### config.mk
export PLATFORM = sky130hd
export DESIGN_NAME = rst_sequencer
export DESIGN_NICKNAME = d
export VERILOG_FILES = /design/src/rtl/rst_sequencer.sv
export SDC_FILE = /design/constraint.sdc
export NUM_CORES = 1
export LEC_CHECK = 0
export ABC_AREA = 1
export CORE_UTILIZATION = 50
export CTS_CLUSTER_SIZE = 40
export DETAILED_ROUTE_END_ITERATION = 12
export PLACE_DENSITY = 0.72
export SYNTH_ARGS = -nofsm -noshare
export SYNTH_HDL_FRONTEND = slang
export SYNTH_SLANG_ARGS = --single-unit
### constraint.sdc
create_clock -name clk_i -period 3.1 [get_ports clk_i]
set_clock_uncertainty 0.05 [all_clocks]
set_input_delay 0.775 -clock clk_i [delete_from_list [all_inputs] [get_ports clk_i]]
set_output_delay 0.775 -clock clk_i [all_outputs]
set_load 0.03 [all_outputs]
### src/rtl/rst_sequencer.sv
// Reset sequencer: holds all downstream domains in reset, then releases them one
// at a time; merges soft-reset/watchdog requests and keeps a sticky reset cause.
module rst_sequencer #(
  parameter int NUM_DOMAINS = 3,
  parameter int HOLD_CYCLES = 8,
  parameter int STAGE_DELAY = 16,
  parameter int CNT_WIDTH   = 8
) (
  input  logic                   clk_i,
  input  logic                   rst_n_i,
  input  logic                   sysresetreq_i,
  input  logic                   wdog_reset_i,
  input  logic                   cause_clr_i,
  output logic [NUM_DOMAINS-1:0] domain_reset_n_o,
  output logic                   reset_done_o,
  output logic [2:0]             reset_cause_o
);

  // state      | meaning
  // ST_HOLD    | all domains in reset, counting the minimum hold time
  // ST_RELEASE | releasing domains idx..NUM_DOMAINS-1, one per STAGE_DELAY
  // ST_RUN     | every domain released; reset_done follows one cycle later

  localparam int                   IDX_W      = (NUM_DOMAINS > 1) ? $clog2(NUM_DOMAINS) : 1;
  localparam logic [CNT_WIDTH-1:0] HOLD_LAST  = CNT_WIDTH'(HOLD_CYCLES - 1);
  localparam logic [CNT_WIDTH-1:0] STAGE_LAST = CNT_WIDTH'(STAGE_DELAY - 1);
  localparam logic [IDX_W-1:0]     IDX_LAST   = IDX_W'(NUM_DOMAINS - 1);

  typedef enum logic [1:0] {
    ST_HOLD    = 2'd0,
    ST_RELEASE = 2'd1,
    ST_RUN     = 2'd2
  } state_e;

  state_e                 state_q, state_d;
  logic [CNT_WIDTH-1:0]   cnt_q, cnt_d;
  logic [IDX_W-1:0]       idx_q, idx_d;
  logic [NUM_DOMAINS-1:0] dom_q, dom_d;
  logic                   done_q, done_d;
  logic [2:0]             cause_q, cause_d;
  logic                   req;

  assign req = sysresetreq_i | wdog_reset_i;

  always_ff @(posedge clk_i or negedge rst_n_i) begin
    if (!rst_n_i) begin
      state_q <= ST_HOLD;
      cnt_q   <= '0;
      idx_q   <= '0;
      dom_q   <= '0;
      done_q  <= 1'b0;
      cause_q <= 3'b001;
    end else begin
      state_q <= state_d;
      cnt_q   <= cnt_d;
      idx_q   <= idx_d;
      dom_q   <= dom_d;
      done_q  <= done_d;
      cause_q <= cause_d;
    end
  end

  always_comb begin
    state_d = state_q;
    cnt_d   = cnt_q;
    idx_d   = idx_q;
    dom_d   = dom_q;
    done_d  = done_q;
    // A request on the same edge as a clear keeps its own bit set.
    cause_d = (cause_clr_i ? 3'b000 : cause_q) | {wdog_reset_i, sysresetreq_i, 1'b0};

    if (req) begin
      state_d = ST_HOLD;
      cnt_d   = '0;
      idx_d   = '0;
      dom_d   = '0;
      done_d  = 1'b0;
    end else begin
      unique case (state_q)
        ST_HOLD: begin
          done_d = 1'b0;
          if (cnt_q == HOLD_LAST) begin
            dom_d[0] = 1'b1;
            cnt_d    = '0;
            idx_d    = IDX_W'(1);
            state_d  = (NUM_DOMAINS == 1) ? ST_RUN : ST_RELEASE;
          end else begin
            cnt_d = cnt_q + CNT_WIDTH'(1);
          end
        end
        ST_RELEASE: begin
          if (cnt_q == STAGE_LAST) begin
            for (int i = 0; i < NUM_DOMAINS; i++) begin
              if (idx_q == IDX_W'(i)) dom_d[i] = 1'b1;
            end
            cnt_d = '0;
            idx_d = idx_q + IDX_W'(1);
            if (idx_q == IDX_LAST) state_d = ST_RUN;
          end else begin
            cnt_d = cnt_q + CNT_WIDTH'(1);
          end
        end
        ST_RUN: begin
          done_d = 1'b1;
        end
        default: begin
          state_d = ST_HOLD;
        end
      endcase
    end
  end

  assign domain_reset_n_o = dom_q;
  assign reset_done_o     = done_q;
  assign reset_cause_o    = cause_q;

endmodule

After elaboration in Yosys (flattened, before gate mapping)
Index checks and enable logic that the tools add are counted. Widths: inputs -> output; s select.

Input port bits: 5. Word-level logic and storage cells: 59. Output and inout bits: 7. Register bits: 19.

Eq/ne operators: 11. Add/sub/neg operators: 2. Muxes and demuxes: 23. Bitwise operators: 2. Reduce and logical (&&, ||, !) cells: 13.

Operator list (count): $mux 8 (3); $pmux 8 s2 (1); $mux 2 (7); $ne 3x3->1 const B (4); $mux 3 (3); $reduce_and 3->1 (3); $add 8x1->8 const B (1); $eq 8x3->1 const B (1); $eq 8x4->1 const B (1); $reduce_and 4->1 (2); $reduce_bool 2->1 (4); $pmux 2 s3 (1); $reduce_bool 3->1 (2); $mux 1 (5); $eq 2x1->1 const B (2); $eq 2x2->1 const B (2); $logic_not 2->1 (2); $pmux 1 s2 (2); $pmux 2 s2 (1); $or 3x3->3 (1); $add 2x1->2 const B (1); $ne 2x2->1 const B (1); $or 1x1->1 (1).

Longest topological paths before layout
Gate-level depths: netlist (run 1).

Word-level depth: 5. Mapped depth: 9. Depth with buffers taken out: 9.

Worst setup path after synthesis (run 1)
No wires, ideal clock.

Kind: in2reg. Start point: input port sysresetreq_i. End point: register cnt_q[3]. Setup time: 0.114 ns. Arrival time: 1.380 ns. Slack: 1.557 ns. Buffers on the path: 0. Required time: 2.936 ns. Cell stages on the path: 7. Cells stage by stage: nor2_2 -> nand2_2 -> nand2_1 -> xor2_1 -> inv_1 -> nand2_1 -> inv_1.

Longest elaborated chain between the ends: 2. Elaborated cells on any way between the ends: 3. Those cells by class: mux (1); bitwise (1); reduce/logical (1).

RTL lines: start, declared (line 11) `input logic sysresetreq_i,`; $or 1x1->1 * (line 43) `assign req = sysresetreq_i | wdog_reset_i;`; $reduce_bool 3->1 (no source line) / $mux 8 (equally long branches); end signal, assigned (line 55) `cnt_q <= cnt_d;`; end, declared (line 36) `logic [CNT_WIDTH-1:0] cnt_q, cnt_d;`.

Mark *: on every way between the ends. The rest lies on a longest branch, timed or not. A chain may end at the register's enable or synchronous reset.

Worst setup path in the final report (run 1)
Start point: register cause_q[0] (netlist: reset_cause_o[0]). End point: output port reset_cause_o[0].

RTL lines: start, declared (line 40) `logic [2:0] cause_q, cause_d;`; start signal, assigned (line 59) `cause_q <= cause_d;`; end, declared (line 16) `output logic [2:0] reset_cause_o`.

No word-level cell between the ends.

==> results of run 1 <==
flip-flops by register name, summed over array words and instances (netlist names):
signal / flops
cnt_q: 8
domain_reset_n_o: 3
reset_cause_o: 3
idx_q: 2
state_q: 2
reset_done_o: 1
cell families (layout without fill, tap and decap cells):
logic type / after synthesis / count (layout) / synth area share
compound gates: 14 / 14 / 0.0931
flops: 19 / 19 / 0.461
fa+ha+maj: 4 / 4 / 0.0484
xor+xnor: 3 / 3 / 0.0254
simple gates: 63 / 63 / 0.278
buf+inv: 26 / 41 / 0.0943
where the power goes:
| group | internal [mW] | switching [mW] | leakage, nW |
|---|---|---|---|
| clock | 0.0501 | 0.0742 | 0.0150 |
| combinational | 0.0326 | 0.0482 | 0.371 |
| sequential | 0.264 | 0.0133 | 0.250 |
| total | 0.347 | 0.136 | 0.637 |
synth_stat cells:
cell type	instances	area (µm²)
nor2_2	3	18.8
nand4_1	5	31.3
dfstp_2	1	26.3
nand2_1	29	109
inv_2	2	7.51
o21ai_0	5	25.0
nand3_1	8	40.0
dfrtp_1	18	450
a21oi_1	5	25.0
nand3_2	2	20.0
xor2_1	3	26.3
a31oi_1	1	6.26
nand2_2	3	18.8
o21a_1	1	7.51
nor2_1	12	45.0
ha_1	4	50.1
nor3_1	1	5.00
inv_1	24	90.1
o21ai_4	2	32.5
how the worst max path moves through the flow:
stage / slack, ns / cells after the start / to
5_1_grt: 0.74 / 1 / reset_cause_o[0]
6_report: 0.78 / 1 / reset_cause_o[0]
3_5_place_dp: 0.91 / 8 / idx_q[1]
2_1_floorplan: 1.56 / 7 / cnt_q[3]
3_3_place_gp: 0.92 / 8 / domain_reset_n_o[0]
4_1_cts: 0.77 / 1 / reset_cause_o[0]
routing by layer:
layer  global-route usage  vias to the layer above  wire length [µm]
li1                     -                      431                 -
met4               0.0743                        0                23
met2                0.293                       20               829
met3               0.0377                        4                69
met1                0.306                      385               968
met5                    0                        -                 0
per-stage QoR:
stage / setup WS, ns / area (µm²) / hold slack [ns]
5_1_grt: 0.737 / 1200 / 0.451
3_3_place_gp: 0.918 / 1180 / 0.375
2_1_floorplan: 1.56 / 1030 / 0.410
6_report: 0.782 / 1200 / 0.392
3_5_place_dp: 0.906 / 1180 / 0.378
4_1_cts: 0.765 / 1200 / 0.394
final cells by class:
class                      count  area [µm²]
inverter                      26        97.6
tap                           27        33.8
timing repair buffer          11         110
multi-input combinational     84         460
fill                         201         757
clock buffer                   4        26.3
sequential                    19         477
cell usage in the layout, fill, tap and decap left out, drive strengths merged:
cell,netlist,final
o21a,1,1
clkbuf,0,4
nand3,10,10
o21ai,7,7
nand4,5,5
xor2,3,3
a21oi,5,5
nand2,32,32
inv,26,26
clkdlybuf4s50,0,11
dfstp,1,1
a31oi,1,1
nor2,15,15
ha,4,4
dfrtp,18,18
nor3,1,1
==> metrics, run 1 <==
placed insts 167; Slew Limit Fails 0; Crit path max-delay family buffers and inverters; Layout Cells excl Fill between 150 and 200; Tightest Hold Check Type register to register; synth unique cells 19; hold depth 2; outcome complete, no violations; number of routed nets with antenna violations 0; hold buffers post-CTS 0; PnR Total Power 0.482 mW; number of global-route vias before repair 727; Tot GR Track Use 0.204; worst-path fanout max 2; worst r2r dst idx_q[1]; max_slew headroom 0.436; CP bufs+invs 1; period utilization 0.748; CP max stage cell clkdlybuf4s50_1; r2r setup slk 1.58 ns; Final min period roughly 2.3 ns; pwr/cell area 400 nW/µm²; critical-path cell list clkdlybuf4s50_1; Leak around 0.64 nW; routability cong. 0.805; first element of the critical path reset_cause_o[0]; die area ~2300 µm²; share of layout cells above drive strength 1 0.111; row cnt 16; Avg WL per Cell about 11 µm; Worst EP arrival 1.49 ns; Worst Hold Path EP reset_cause_o[0]; Avg Inst Size Synth approximately 8.0 µm²; clk buf depth 2; DR DRC count 0; Max VDD drop ~0.27 mV; Clock transition at path regs ~0.10 ns; Chip Height 47.5 µm; crit end category output port; count of final hold-check violations 0; width of the die 47.5 µm; worst reg2reg startpoint cnt_q[0]; FMAX 0.431 GHz; Initial Utilization 0.527; synthesized area between 1000 and 1500 µm²; GR Overflow Total 0; final core occ 0.614; I/O pins 12; CP Data Required Time 2.27 ns; Setup TNS Final 0 ns; Core ar. 1960 µm²; clk root buf clkbuf_4; CTS tree built; crit path launch type register; Final HPWL DP 1460 µm; max-cap check violation count 0; Post-CTS Setup Bufs 0; crit-path max cell delay around 0.66 ns; CTS buffer count 3; drt total wl roughly 1900 µm; clock sinks 19; synth warn 0; FF-to-FF path depth 6; first drt pass iteration count 4; post-CTS sizing 0; unrepaired setup endpoints after global routing no; DR vias 840; n_diodes 0; Seq/Total Area, Yosys 0.461; H-tree level count 1; Yosys reg bits 19; nets@finish 154; clock latency on the worst-skew pair 0.29 ns; global-route wire length before repair 3180 µm; Crit Path Category register to output port; pin count of the biggest net entering global routing 20; antenna violations before repair 0; input/output buffers 11; Mapped Cells 129; DR iter-0 viols 24; Worst Min Path Start reset_cause_o[0]; Synth Net Count 138; Least-Margin Pin Slew ~0.84 ns; vias per cell 4.91; Final Setup Violations 0; Layout area overhead 16.4%
Note: power is estimated with default switching activity, not from simulation.
==> run 2, diff against run 1 <==
--- a/config.mk
+++ b/config.mk
@@ -6,10 +6,10 @@
 export NUM_CORES = 1
 export LEC_CHECK = 0
 export ABC_AREA = 1
-export CORE_UTILIZATION = 50
+export CORE_UTILIZATION = 48
 export CTS_CLUSTER_SIZE = 40
 export DETAILED_ROUTE_END_ITERATION = 12
-export PLACE_DENSITY = 0.72
+export PLACE_DENSITY = 0.73
 export SYNTH_ARGS = -nofsm -noshare
 export SYNTH_HDL_FRONTEND = slang
 export SYNTH_SLANG_ARGS = --single-unit
==> constraint.sdc (replaced) <==
create_clock -name clk_i -period 1.9 [get_ports clk_i]
set_clock_uncertainty 0.05 [all_clocks]
set_input_delay 0.475 -clock clk_i [delete_from_list [all_inputs] [get_ports clk_i]]
set_output_delay 0.475 -clock clk_i [all_outputs]
set_load 0.03 [all_outputs]
==> metrics, run 2 (same netlist as run 1, synthesis figures left out) <==
clock latency on the worst-skew pair 0.30 ns (was 0.29 ns); global-route wire length before repair 3460 µm (was 3180 µm); Tot GR Track Use 0.192 (was 0.204); grt met1 use 0.265 (was 0.306); CP max stage cell clkdlybuf4s50_1 (unchanged); clk buf depth 2 (unchanged); DR DRC count 0 (unchanged); CP Data Required Time 1.37 ns (was 2.27 ns); Chip Height 48.4 µm (was 47.5 µm); clk root buf clkbuf_4 (unchanged); Leak 0.690 nW (was 0.637 nW); drt total wl 1950 µm (was 1890 µm); max reg flops 8 (unchanged); row cnt 16 (unchanged); CTS tree built (unchanged); routability cong. 0.800 (was 0.805); max_slew headroom 0.748 (was 0.436); DR iter-0 viols 23 (was 24); most used routing layer met2 (was met1); GR Overflow Total 0 (unchanged); crit end category output port (unchanged); outcome complete, no violations (unchanged); first drt pass iteration count 4 (unchanged); pin count of the biggest net entering global routing 13 (was 20); PnR worst setup slack 0.0537 ns (was 0.782 ns); H-tree level count 1 (unchanged); Final min period 1.85 ns; Setup TNS Final 0 ns (unchanged); Tightest Hold Check Type input port to asynchronous set/reset pin (was register to register); Slew Limit Fails 0 (unchanged); placed insts 169 (was 167); commonest cells after routing, fill and taps aside nand2_1 (29), inv_1 (24), dfrtp_1 (18) (unchanged); antenna violations before repair 0 (unchanged); die area 2350 µm² (was 2260 µm²); Clock transition at path regs 0.11 ns (was 0.10 ns); met2 Use GR 0.319 (was 0.293); Initial Utilization 0.517 (was 0.527); Crit path max-delay family buffers and inverters (unchanged); input/output buffers 11 (unchanged); crit path launch type register (unchanged); nets@finish 156 (was 154); met3 GRT Util 0.0283 (was 0.0377); hold buffers post-CTS 0 (unchanged); Least-Margin Pin Slew 0.377 ns (was 0.843 ns); Worst EP arrival 1.32 ns (was 1.49 ns); FMAX 0.542 GHz; Top reg by flops cnt_q (unchanged); Final HPWL DP 1510 µm (was 1460 µm); count of final hold-check violations 0 (unchanged); Layout Cells excl Fill 173 (was 171); Final Setup Violations 0 (unchanged); DR vias 816 (was 840); n_diodes 0 (unchanged); unrepaired setup endpoints after global routing no (unchanged); Max VDD drop 0.428 mV (was 0.268 mV); number of global-route vias before repair 777 (was 727); clock sinks 19 (unchanged); max-cap check violation count 0 (unchanged); pwr/cell area 651 nW/µm² (was 400 nW/µm²); width of the die 48.4 µm (was 47.5 µm); critical-path cell list clkdlybuf4s50_1 (unchanged); Layout area overhead 18.4% (was 16.4%); share of layout cells above drive strength 1 0.130 (was 0.111); I/O pins 12 (unchanged); Crit Path Category register to output port (unchanged); placed cell area 1190 µm² (was 1180 µm²); commonest non-fill, non-tap cell in the layout nand2_1 (unchanged); final instance area 1220 µm² (was 1200 µm²); Avg WL per Cell 11.3 µm (was 11.1 µm); Core ar. 2000 µm² (was 1960 µm²); period utilization 0.972; CP bufs+invs 1 (unchanged); vias per cell 4.72 (was 4.91); number of routed nets with antenna violations 0 (unchanged); final core occ 0.612 (was 0.614); worst-path fanout max 2 (unchanged); crit-path max cell delay 0.67 ns (was 0.66 ns); CTS buffer count 3 (unchanged); dpl ws 0.0403 ns (was 0.906 ns)
-- run 2: changes by cell type in the layout (fill, tap and decap cells not counted), sizes merged --
cell	before	now
buf	0	2
clkbuf	4	3
clkdlybuf4s50	11	8
clkinv	0	1
dlygate4sd2	0	1
dlymetal6s2s	0	2
-- run 2: where the power goes --
group          total, mW  leakage, nW  switching (mW)  internal [mW]
clock network      0.206       0.0177           0.128         0.0784
registers          0.455        0.250          0.0244          0.431
logic              0.136        0.422          0.0805         0.0560
-- run 2: cell type report --
class	instances	area, µm²
clock buffer	3	22.5
timing repair buffer	13	129
tap	27	33.8
clock inverter	1	5.00
multi-input combinational	84	460
inverter	26	97.6
fill	194	777
sequential	19	477
-- run 2: metal layers --
layer  vias up  share of wire
met5         -              0
met4         0          0.010
met2        15           0.45
met1       361           0.50
met3         4          0.034
li1        436              -
-- run 2: metrics by stage --
step / hold slack (ns) / power [mW]
after global routing: 0.408 / 0.840
after CTS: 0.396 / 0.805
after floorplan: 0.129 / 0.545
final: 0.395 / 0.798
after global placement: 0.374 / 0.594
after detailed placement: 0.380 / 0.600
-- run 2: final timing paths --
path,startpoint,endpoint,slack [ns],cells after the start
min,rst_n_i,domain_reset_n_o[1],0.39,1
min in group clk_i,reset_cause_o[0],reset_cause_o[0],0.40,2
max,reset_cause_o[2],reset_cause_o[2],0.05,1
min reg2reg,reset_cause_o[0],reset_cause_o[0],0.40,2
max in group asynchronous,rst_n_i,domain_reset_n_o[0],0.90,2
max reg2reg,cnt_q[0],idx_q[0],0.33,6
-- run 2: what timing repair did --
action / 4_1_cts / 5_1_grt
endpoints found under the setup margin: 1 / 2
resized for setup: 1 / 2
buffers inserted: 0 / 0
